$ cat src/rtl/fifo_defs.sv
// rtl/fifo_defs.sv - shared widths and depth for the push-out FIFO and its downstream packet counter
package fifo_defs;
  localparam int DATA_W = 6;
  localparam int DEPTH  = 4;
  localparam int PTR_W  = 2;
  localparam int CNT_W  = PTR_W + 1;
endpackage

$ cat src/rtl/fifo_mem.sv
// rtl/fifo_mem.sv - DEPTH x DATA_W register array, one synchronous write port, one combinational read port
module fifo_mem
  import fifo_defs::*;
(
  input  logic              clk,
  input  logic              we,
  input  logic [PTR_W-1:0]  waddr,
  input  logic [DATA_W-1:0] wdata,
  input  logic [PTR_W-1:0]  raddr,
  output logic [DATA_W-1:0] rdata
);

  logic [DATA_W-1:0] r_mem [DEPTH];

  // Storage is intentionally not reset; occupancy tracking makes stale words unreachable.
  always_ff @(posedge clk) begin
    if (we) begin
      r_mem[waddr] <= wdata;
    end
  end

  assign rdata = r_mem[raddr];

endmodule

$ cat src/rtl/fifo_push_out.sv
// rtl/fifo_push_out.sv - FIFO stage whose registered valid_out strobe pushes the downstream packet counter
// Optional sticky overflow/underflow flag enabled by defining FIFO_ERROR_EN.
module fifo_push_out
  import fifo_defs::*;
(
  input  logic              clk,
  input  logic              reset,
  input  logic              push,
  input  logic [DATA_W-1:0] data_in,
  input  logic              pop,
  output logic [DATA_W-1:0] data_out,
  output logic              valid_out,
  output logic              full,
  output logic              empty,
  output logic [CNT_W-1:0]  count,
  output logic              error
);

  logic [PTR_W-1:0]  r_wr_ptr;
  logic [PTR_W-1:0]  r_rd_ptr;
  logic [CNT_W-1:0]  r_count;
  logic              r_full;
  logic              r_empty;
  logic [DATA_W-1:0] r_data_out;
  logic              r_valid_out;
  logic [CNT_W-1:0]  w_count_next;
  logic [DATA_W-1:0] w_rdata;
  logic              w_pop_ok;
  logic              w_push_ok;

  // A pop frees a slot in the same cycle, so a full FIFO still takes a push; empty never bypasses.
  assign w_pop_ok  = pop & ~r_empty;
  assign w_push_ok = push & (~r_full | w_pop_ok);

  fifo_mem u_mem (
    .clk   (clk),
    .we    (w_push_ok),
    .waddr (r_wr_ptr),
    .wdata (data_in),
    .raddr (r_rd_ptr),
    .rdata (w_rdata)
  );

  always_comb begin
    w_count_next = r_count;
    if (w_push_ok && !w_pop_ok) begin
      w_count_next = r_count + 1'b1;
    end else if (!w_push_ok && w_pop_ok) begin
      w_count_next = r_count - 1'b1;
    end
  end

  always_ff @(posedge clk) begin
    if (reset) begin
      r_wr_ptr    <= '0;
      r_rd_ptr    <= '0;
      r_count     <= '0;
      r_full      <= 1'b0;
      r_empty     <= 1'b1;
      r_data_out  <= '0;
      r_valid_out <= 1'b0;
    end else begin
      if (w_push_ok) begin
        r_wr_ptr <= r_wr_ptr + 1'b1;
      end
      if (w_pop_ok) begin
        r_rd_ptr   <= r_rd_ptr + 1'b1;
        r_data_out <= w_rdata;
      end
      r_valid_out <= w_pop_ok;
      r_count     <= w_count_next;
      r_full      <= (w_count_next == CNT_W'(DEPTH));
      r_empty     <= (w_count_next == '0);
    end
  end

`ifdef FIFO_ERROR_EN
  logic r_error;

  always_ff @(posedge clk) begin
    if (reset) begin
      r_error <= 1'b0;
    end else if ((push & r_full & ~pop) | (pop & r_empty)) begin
      r_error <= 1'b1;
    end
  end

  assign error = r_error;
`else
  assign error = 1'b0;
`endif

  assign data_out  = r_data_out;
  assign valid_out = r_valid_out;
  assign full      = r_full;
  assign empty     = r_empty;
  assign count     = r_count;

endmodule
$ cat config.mk
export PLATFORM = sky130hd
export DESIGN_NAME = fifo_push_out
export DESIGN_NICKNAME = d
export VERILOG_FILES = /design/src/rtl/fifo_defs.sv /design/src/rtl/fifo_mem.sv /design/src/rtl/fifo_push_out.sv
export SDC_FILE = /design/constraint.sdc
export NUM_CORES = 1
export LEC_CHECK = 0
export ABC_AREA = 1
export CAP_MARGIN = 20
export CORE_MARGIN = 1
export CORE_UTILIZATION = 54
export DETAILED_ROUTE_END_ITERATION = 8
export MAX_ROUTING_LAYER = met4
export PLACE_DENSITY_LB_ADDON = 0.25
export SLEW_MARGIN = 20
export SYNTH_ARGS = -nofsm -noshare
export SYNTH_HDL_FRONTEND = slang
export SYNTH_HIERARCHICAL = 1
export SYNTH_SLANG_ARGS = --single-unit
$ cat constraint.sdc
create_clock -name clk -period 2.2 [get_ports clk]
set_input_delay 0.33 -clock clk [delete_from_list [all_inputs] [get_ports clk]]
set_output_delay 0.33 -clock clk [all_outputs]
set_load 0.01 [all_outputs]
==> flow_summary.yaml <==
power_and_ir_drop:
  comb_power_share_pct: 26.6
  clkPwrFrac_pct: 24.4
  power_w: 0.001944
  p_leak_nw: 0.9662
  p_int_w: 0.001346
  p_switching_w: 0.0005986
  switching_share_pct: 30.79
  p_seq_share_pct: 49.0
  powerDensity_nw_per_um2: 901.8
  ir_worst_vdd_uv: 458.0
timing:
  worst_pin_slew_ps: 523.2
  period_share_pct: 75.81
  setup-tns-final_ps: 0
  slew_viol_final: 0
  rsz0062_at_grt: "no"
  max_clock_freq_mhz: 599.6
  max_slew_margin_pct: 65.07
  final_hold_viol_count: 0
  setup_viol: 0
  finClkSkew_ps: 13.12
  holdWs_ps: 494.5
  min_period_ps: 1668
synth:
  ys_warn_count: 6
  synth_nets: 209
  syn-mean-instance-area_um2: 9.171
  ys_types: 24
  netlist_area_um2: 1807
  synthCells: 197
  yosysSeqAreaShare_pct: 57.62
  ys_ff_latch: 40
routing:
  wl_um: 3240
  routed.top_layer: "met4"
  wl_met2_um: 1600
  wl_met3_um: 160
  antenna_left: 0
  drc: 0
  drtIter0Drc: 80
  routed-via-count: 1308
  drt-met1-wl_um: 1436
  first_pass_iters: 4
  drt-vias-per-instance: 4.827
  wl_per_cell_um: 11.96
clock_network:
  tritoncts: "built"
  cts_resized: 0
  cts.clk_slew.worst_paths_ps: 120
  cts.sinks: 40
  clk_latency_ps: 350
  htreeDepth: 2
  holdBufCountCts: 0
  cts_root_buf: "clkbuf_4"
  postCtsSetupBuffers: 0
  clk_path_buf_depth: 2
  cts_made_buffers: 5
job:
  drv_cap: 0
setup_path:
  worstPathArrival_ps: 1340
  timing.critical_path.buf_inv: 1
  cp-start-kind: "register"
  critical_path_class: "register to output pin"
  slowest_delay_ps: 580
  slowest_stage: "clkdlybuf4s50_1"
  path_delay_family: "buffers and inverters"
  crit_fanout: 3
  crit_chain: "clkdlybuf4s50_1"
  required_ps: 1870
  end_kind: "output pin"
grt:
  gr-total-overflow: 0
  grt_pass1_wl_um: 5244
  track_usage_pct: 21.52
  antenna_found_initial: 0
  grt_max_degree: 17
  grt_pass1_vias: 1191
floorplan:
  coreArea_um2: 3103
  start_util_pct: 58.23
  chipHeight_um: 59.84
  fp.dieW_um: 59.84
  io_pins: 23
  die-area_um2: 3581
  num_rows: 20
finish:
  antenna-diode-count: 0
  drive_gt1_share_pct: 13.22
  syn2layout_area_growth_pct: 19.32
  nNetsFinal: 238
placed_design:
  routabilityCongestion: 0.8953
  hpwl_um: 2575
  io_buffers: 21
status:
  status: "complete, no violations"
worst_hold_path:
  hold_path.class: "register to register"
==> worst reg2reg max path, cell delays in order (launching register included) <==
cell     delay [ps]
dfxtp_1         370
inv_2           100
nand2_4         100
a21oi_4         190
inv_1           110
nor3_1          160
buf_4           180
==> power by group through the flow <==
stage,clock [W],combinational [W],sequential (W)
2_1_floorplan,0,0.000321,0.000976
3_3_place_gp,0,0.000500,0.000966
3_5_place_dp,0,0.000514,0.000971
4_1_cts,0.000479,0.000519,0.000953
5_1_grt,0.000520,0.000578,0.000963
6_report,0.000475,0.000517,0.000953
==> through the flow <==
step	area (um2)	utilization [%]	std cells	setup slack, ps
after global placement	2076	66.90	263	273.6
after detailed placement	2076	66.90	263	202.8
after global routing	2156	69.48	271	453.8
after CTS	2156	69.48	271	520.9
after floorplan	1807	-	197	580.3
final	2156	69.48	271	532.1
==> cell usage in the layout, fill, tap and decap left out, drive strengths merged <==
cell / netlist / layout
a21oi: 4 / 4
buf: 3 / 4
bufinv: 0 / 1
clkbuf: 0 / 5
clkdlybuf4s50: 0 / 21
clkinv: 0 / 2
conb: 1 / 1
dfxtp: 16 / 16
edfxtp: 24 / 24
ha: 2 / 2
inv: 44 / 44
nand2: 48 / 48
nand3: 20 / 20
nand4: 1 / 1
nor2: 20 / 20
nor3: 4 / 4
nor3b: 1 / 1
o21ai: 8 / 8
xor2: 1 / 1
==> cells in the mapped netlist (all sizes together) <==
library cell   n  area, um2
a21oi          4      42.54
buf            3      26.27
conb           1      3.750
dfxtp         16      320.3
edfxtp        24      720.7
ha             2      25.02
inv           44      165.1
nand2         48      195.2
nand3         20      132.6
nand4          1      6.260
nor2          20      87.58
nor3           4      20.02
nor3b          1      12.51
o21ai          8      40.04
xor2           1      8.760
==> worst paths after layout <==
check              startpoint                end  slack [ps]  cells past startpoint
setup / recovery         full               full         530                      1
hold / removal    data_out[5]        data_out[5]         490                      2
setup reg to reg        empty  u_mem/r_mem[3][4]         720                      6
hold reg to reg   data_out[5]        data_out[5]         490                      2
==> routing by layer <==
metal / vias up / global-route usage, %
li1: 672 / -
met1: 595 / 26.32
met2: 35 / 34.13
met3: 6 / 6.494
met4: 0 / 6.977
met5: - / -
==> layout make-up <==
type	count	area (um2)
fillers	266	947.2
clock buffers	5	37.54
multi-input cells	110	574.3
repair buffers	25	240.2
inverters	44	165.2
well taps	44	55.05
flip-flops and latches	40	1041
clock inverters	3	42.54
==> state kept, by name, summed over array words and instances, names as in the netlist <==
register     flops
full             1
empty            1
u_mem/r_mem     24
valid_out        1
r_rd_ptr         2
count            3
data_out         6
r_wr_ptr         2
==> logic make-up (layout without fill, tap and decap cells) <==
kind of cell               Yosys count  count (layout)  share of synthesized area [%]
buffers and inverters               47              77                          10.59
adders and majority gates            2               2                          1.385
xor gates and xnor gates             1               1                         0.4849
AOI/OAI and AO/OA                   12              12                          4.571
other                                1               1                         0.2076
and+or+nand+nor                     94              94                          25.14
DFF                                 40              40                          57.62
Note: power is estimated with default switching activity, not from simulation.
